<file path="src/rtl/div_seq_param.sv">
// Sequential non-restoring divider, signed or unsigned per operation.
// One result per accepted request; divide-by-zero and signed overflow short-circuit to DONE.
module div_seq_param #(
    parameter int WIDTH = 32
) (
    input  logic             clk,
    input  logic             reset,
    input  logic             start,
    input  logic             signed_op,
    input  logic [WIDTH-1:0] dividend,
    input  logic [WIDTH-1:0] divisor,
    output logic             in_ready,
    output logic             busy,
    output logic             valid,
    output logic [WIDTH-1:0] quot,
    output logic [WIDTH-1:0] rem,
    output logic             div0,
    output logic             overflow
);

    localparam int CW = $clog2(WIDTH) + 1;
    localparam logic [WIDTH-1:0] MIN_VAL = {1'b1, {(WIDTH-1){1'b0}}};

    typedef enum logic [1:0] {IDLE, CALC, FIX, DONE} state_t;

    state_t state, state_next;

    logic                    accept;
    logic                    is_div0;
    logic                    is_ovf;
    logic                    dvd_neg_in;
    logic                    dvs_neg_in;
    logic [WIDTH-1:0]        dvd_abs;
    logic [WIDTH-1:0]        dvs_abs;

    logic signed [WIDTH:0]   p;
    logic signed [WIDTH:0]   p_shift;
    logic signed [WIDTH:0]   p_step;
    logic signed [WIDTH:0]   p_fix;
    logic signed [WIDTH:0]   d_ext;
    logic [WIDTH-1:0]        q;
    logic [WIDTH-1:0]        d;
    logic [CW-1:0]           cnt;
    logic                    dvd_neg;
    logic                    q_neg;

    function automatic logic [WIDTH-1:0] negate(input logic [WIDTH-1:0] x);
        return ~x + {{(WIDTH-1){1'b0}}, 1'b1};
    endfunction

    always_comb begin
        accept     = start && in_ready;
        is_div0    = (divisor == '0);
        is_ovf     = signed_op && (dividend == MIN_VAL) && (divisor == '1);
        dvd_neg_in = signed_op && dividend[WIDTH-1];
        dvs_neg_in = signed_op && divisor[WIDTH-1];
        dvd_abs    = dvd_neg_in ? negate(dividend) : dividend;
        dvs_abs    = dvs_neg_in ? negate(divisor) : divisor;
    end

    // P only needs WIDTH+1 bits: the shifted value may wrap, but the result of
    // the add/subtract always lands back in [-D, D) so the modular sum is exact.
    always_comb begin
        d_ext   = {1'b0, d};
        p_shift = {p[WIDTH-1:0], q[WIDTH-1]};
        p_step  = p[WIDTH] ? (p_shift + d_ext) : (p_shift - d_ext);
        p_fix   = p[WIDTH] ? (p + d_ext) : p;
    end

    always_ff @(posedge clk) begin
        if (reset) state <= IDLE;
        else       state <= state_next;
    end

    always_comb begin
        state_next = state;
        in_ready   = 1'b0;
        busy       = 1'b0;
        valid      = 1'b0;
        case (state)
            IDLE, DONE: begin
                in_ready = 1'b1;
                valid    = (state == DONE);
                if (accept) state_next = (is_div0 || is_ovf) ? DONE : CALC;
            end
            CALC: begin
                busy = 1'b1;
                if (cnt == CW'(WIDTH - 1)) state_next = FIX;
            end
            FIX: begin
                busy       = 1'b1;
                state_next = DONE;
            end
            default: state_next = IDLE;
        endcase
    end

    always_ff @(posedge clk) begin
        if (reset) begin
            quot     <= '0;
            rem      <= '0;
            div0     <= 1'b0;
            overflow <= 1'b0;
        end else begin
            case (state)
                IDLE, DONE: begin
                    if (accept) begin
                        div0     <= is_div0;
                        overflow <= is_ovf && !is_div0;
                        dvd_neg  <= dvd_neg_in;
                        q_neg    <= dvd_neg_in ^ dvs_neg_in;
                        d        <= dvs_abs;
                        q        <= dvd_abs;
                        p        <= '0;
                        cnt      <= '0;
                        if (is_div0) begin
                            quot <= '1;
                            rem  <= dividend;
                        end else if (is_ovf) begin
                            quot <= MIN_VAL;
                            rem  <= '0;
                        end
                    end
                end
                CALC: begin
                    p   <= p_step;
                    q   <= {q[WIDTH-2:0], ~p_step[WIDTH]};
                    cnt <= cnt + CW'(1);
                end
                FIX: begin
                    quot <= q_neg ? negate(q) : q;
                    rem  <= dvd_neg ? negate(p_fix[WIDTH-1:0]) : p_fix[WIDTH-1:0];
                end
                default: ;
            endcase
        end
    end

endmodule

</file>
<file path="config.mk">
export PLATFORM = sky130hd
export DESIGN_NAME = div_seq_param
export DESIGN_NICKNAME = d
export VERILOG_FILES = /design/src/rtl/div_seq_param.sv
export SDC_FILE = /design/constraint.sdc
export NUM_CORES = 1
export LEC_CHECK = 0
export ABC_AREA = 1
export ABC_CLOCK_PERIOD_IN_PS = 8500
export CAP_MARGIN = 30
export CORE_MARGIN = 3
export CORE_UTILIZATION = 34
export CTS_CLUSTER_SIZE = 14
export DETAILED_ROUTE_END_ITERATION = 10
export GPL_TIMING_DRIVEN = 0
export SLEW_MARGIN = 20
export SYNTH_ARGS = -nofsm -noshare
export SYNTH_HDL_FRONTEND = slang
export SYNTH_SLANG_ARGS = --single-unit
</file>
<file path="constraint.sdc">
create_clock -name clk -period 8.5 [get_ports clk]
set_input_delay 0.85 -clock clk [delete_from_list [all_inputs] [get_ports clk]]
set_output_delay 0.85 -clock clk [all_outputs]
set_load 0.01 [all_outputs]
</file>
Word-level counts from Yosys, hierarchy flattened
Index checks and enable logic that the tools add are counted.

ROM bits: 0. Register bits: 173. Logic and storage cells: 81. Input port bits: 68. RAM bits: 0. Latch bits: 0. Memories: 0. Output and inout port bits: 69.

Multiply operators: 0. Eq/ne operators: 9. Shift operators: 0. Div/mod/pow operators: 0. Bitwise gates (word level): 7. Reduce and logical (&&, ||, !) cells: 19. Mux-type cells: 27. $lt $le $gt $ge: 0. Add/sub/neg operators: 8.

Operator list (count): $mux 32 (12); $pmux 32 s2 (3); $add 32x1->32 const B (4); $not 32->32 (4); $mux 33 (2); $pmux 33 s2 (1); $eq 32x32->1 const B (2); $add 33x33->33 (1); $sub 33x33->33 (1); $add 32x32->32 (1); $logic_not 32->1 (1); $pmux 6 s2 (1); $reduce_and 3->1 (3); $add 6x1->6 const B (1); $eq 6x5->1 const B (1); $logic_and 1x1->1 (6); $mux 2 (3); $mux 6 (1); $pmux 2 s3 (1); $eq 2x2->1 const B (2); $ne 2x2->1 const B (2); $reduce_and 2->1 (2); $reduce_bool 2->1 (2); $reduce_or 2->1 (2); other kinds (8) (11).

Longest topological paths before layout
Word-level depth: 7. Gate-level depth with buffers: 27. Gate-level depth less buffers: 27.

Worst setup path before layout
No wires, ideal clock.

Path type: reg2reg. Start point: reg state[0]. End point: reg cnt[0] (enable). Cell stages (with the launch flop): 6. Clock period less this slack: 6429 ps. Slack: 2071 ps. Buffers on the path: 2. Library setup time: 587 ps. Arrival time: 5841 ps. Required time: 7913 ps. Cell sequence: dfxtp_1 inv_1 ha_1 clkbuf_1 clkbuf_1 nor3_1.

Longest elaborated chain between the ends: 6. Elaborated cells on any way between the ends: 9. Classes of those cells: 3 x eq/ne; 1 x mux; 5 x reduce/logical.

RTL lines: from (decl) (line 26) `state_t state, state_next;`; from (signal assigned) (line 72) `else state <= state_next;`; $eq 2x2->1 or $logic_not 2->1 (tied branches) (line 80, 105); $reduce_or 2->1 (line 80, 105); $mux 1 (line 80) `case (state)`; $logic_and 1x1->1 (line 52) `accept = start && in_ready;`; $ne 2x2->1 (no line); $reduce_and 3->1 (no line) *; to (signal assigned) (line 128) `cnt <= cnt + CW'(1);`; to (decl) (line 43) `logic [CW-1:0] cnt;`.

Every way passes the cells marked *; elsewhere a longest branch is shown, timed or not. A chain may end at the register's enable or synchronous reset.

Worst setup path after layout
Start point: reg p[32]. End point: reg q[0] (data pin).

Longest elaborated chain between the ends: 3.

RTL lines: from (decl) (line 36) `logic signed [WIDTH:0] p;`; from (signal assigned) (line 126) `p <= p_step;`; $mux 33 (line 66) `p_step = p[WIDTH] ? (p_shift + d_ext) : (p_shift - d_ext);`; $not 1->1 (line 127) `q <= {q[WIDTH-2:0], ~p_step[WIDTH]};`; $pmux 32 s2 (line 105) `case (state)`; to (signal assigned) (line 113) `q <= dvd_abs;`; to (signal assigned) (line 127); to (decl) (line 41) `logic [WIDTH-1:0] q;`.

No other way between the ends.

==> impl_metrics.yaml <==
detailed_routing:
  wl_per_cell_um: 17.7
  drc: 0
  vias: 15600
  routed_wl_um: 52800
  drt_first_pass_iters: 5
  ant_nets: 0
  drtIter0Drc: 1283
  vias_per_cell: 5.24
critical_path:
  start_kind: "register"
  required_ns: 8.72
  crit_fanout: 10
  cp-end-kind: "register"
  path_class: "register to register"
  worstPathArrival_ns: 5.36
cells_and_area:
  nFillCells: 4622
  layout_common_cells: "nand2_1 (514), inv_1 (276), a21oi_1 (216)"
  nets: 2533
  post-route-util_pct: 41.0
  multi_input_area_mm2: 0.00902
  final_area_mm2: 0.0177
  diodes: 0
  layout_commonest_cell: "nand2_1"
  seq_area_mm2: 0.00451
  syn_to_final_growth_pct: 18.9
  drive_gt1_share_pct: 6.45
synthesis:
  synth_ff_type: "edfxtp_1"
  synth_area_mm2: 0.0149
  synth_area_per_cell_um2: 6.69
  synth_nets: 2369
  ys_seq_elements: 173
  seq_area_frac_synth_pct: 30.3
  async_flop_share_pct: 0
  synth_cell_types: 53
  yosys_warnings: 0
  synth_edf_count: 105
  synthCells: 2225
cts:
  clk_pin_slew_ns: 0.07
  post_cts_resized: 0
  cts-root-buf: "clkbuf_16"
  cts_inserted_buffers: 17
  postCtsHoldBufs: 0
  htreeDepth: 4
  tritoncts: "done"
  post-cts-setup-buffer-count: 0
  numClockSinks: 173
  clock_latency_ns: 0.49
  clockBufferDepth: 2
timing:
  final_max_slew_viol_count: 0
  hold-worst-slack_ns: 0.518
  rsz0062_at_grt: "false"
  worst_pin_slew_ns: 1.04
  slew_headroom_pct: 30.0
  hold_violations: 0
  fmax_mhz: 194
  fin_crit_ns: 5.14
  fin_crit_sh_pct: 60.5
  setup_viol_count_final: 0
  finClkSkew_ns: 0.0133
floorplan:
  die_h_um: 215
  die-area_mm2: 0.0463
  num_rows: 76
  dieWidth_um: 215
  initial_core_util_pct: 34.5
  ioPinCount: 137
  core-area_mm2: 0.0432
placed_design:
  dp_hpwl_um: 43800
  place_area_mm2: 0.0171
  port_buffers: 136
  place_congestion: 0.961
power:
  p_leak_nw: 7.77
  ir_drop_v: 0.000162
  powerDensity_mw_per_mm2: 369
  p_total_mw: 6.53
grt:
  grt_max_degree: 28
  grt_pass1_wl_um: 82200
  antenna_found_initial: 0
  track_usage_pct: 22.6
  grt-ovfl-total: 0
  grt_pass1_vias: 14700
outcome:
  status: "completed"
hold_path:
  hold_class: "register to register"
job:
  cap_violations: 0
final timing paths:
| kind | endpoint | start | cells past startpoint | slack [ns] |
|---|---|---|---|---|
| hold reg to reg | div0 | div0 | 2 | 0.52 |
| setup / recovery | q[0] | p[32] | 22 | 3.36 |
| hold / removal | div0 | div0 | 2 | 0.52 |
| setup reg to reg | q[0] | p[32] | 22 | 3.36 |
routing by layer:
layer  vias up  part of all wire [%]  track usage, %
met1      7357                    46            31.0
li1       7766                     -               -
met3        61                   5.7            3.45
met2       457                    45            36.7
met4         0                   2.4            7.05
met5         -                     0               0
cell usage after synthesis, drive strengths merged (3+ instances only):
master / instances / area [um^2]
inv: 280 / 1050
nand3b: 15 / 113
clkbuf: 38 / 143
nor2: 221 / 882
ha: 74 / 926
o21ai: 196 / 996
nand4: 26 / 169
edfxtp: 105 / 3150
o31ai: 9 / 77.6
nand3: 185 / 956
xor2: 56 / 490
nand2: 526 / 2000
o21a: 13 / 97.6
xnor2: 22 / 193
dfxtp: 68 / 1360
buf: 29 / 165
nor4: 14 / 87.6
a31oi: 21 / 131
a21oi: 217 / 1090
nor3: 38 / 258
o211ai: 4 / 30.0
and2: 3 / 18.8
a21o: 5 / 37.5
a21boi: 5 / 41.3
o21bai: 7 / 63.8
or2: 36 / 225
worst max-delay path, stage by stage, from the launching register on:
cell      delay [ns]
edfxtp_1        0.40
buf_2           0.24
buf_2           0.28
buf_2           0.28
buf_2           0.30
buf_1           0.51
nor2_1          0.14
xor2_1          0.17
ha_1            0.36
nand3_1         0.09
nand2_1         0.11
a21oi_1         0.12
o21ai_0         0.46
nand2_1         0.11
nand2_1         0.14
nand2_1         0.07
nand2_1         0.16
nand4_1         0.09
and2_1          0.15
inv_1           0.09
nor2_1          0.05
nor2_1          0.42
nor2_1          0.11
sequential cells by signal, summed over array words and instances, names as in the netlist:
name and flops:
cnt 6, d 32, div0 1, dvd_neg 1, overflow 1, p 33
q 32, q_neg 1, quot 32, rem 32, state 2
logic make-up (layout without fill, tap and decap cells):
| family | Yosys count | after routing | share of synthesized area [%] |
|---|---|---|---|
| compound gates | 485 | 485 | 17.7 |
| xor+xnor | 78 | 78 | 4.59 |
| fa+ha+maj | 76 | 76 | 6.49 |
| buf+inv | 347 | 524 | 9.13 |
| flops | 173 | 173 | 30.3 |
| simple gates | 1066 | 1066 | 31.8 |
final cells by class:
type	count	area share [%]
clock inverter	9	0.460
sequential	173	25.5
tap	585	4.14
clock buffer	23	3.02
multi-input combinational	1705	51.0
buffer	67	1.74
inverter	280	5.94
timing repair buffer	145	8.21
report_power, final:
| group | internal [mW] | switching (mW) | total (mW) |
|---|---|---|---|
| sequential | 1.24 | 0.265 | 1.51 |
| clock | 0.453 | 0.377 | 0.830 |
| combinational | 1.42 | 2.78 | 4.20 |
through the flow:
stage	worst slack [ns]	std cells	TNS (ns)
2_1_floorplan	2.07	2225	0
3_3_place_gp	-1.17	2946	-81.80
3_5_place_dp	3.32	2955	0
4_1_cts	3.30	2987	0
5_1_grt	2.90	2987	0
6_report	3.36	2987	0
Note: power is estimated with default switching activity, not from simulation.
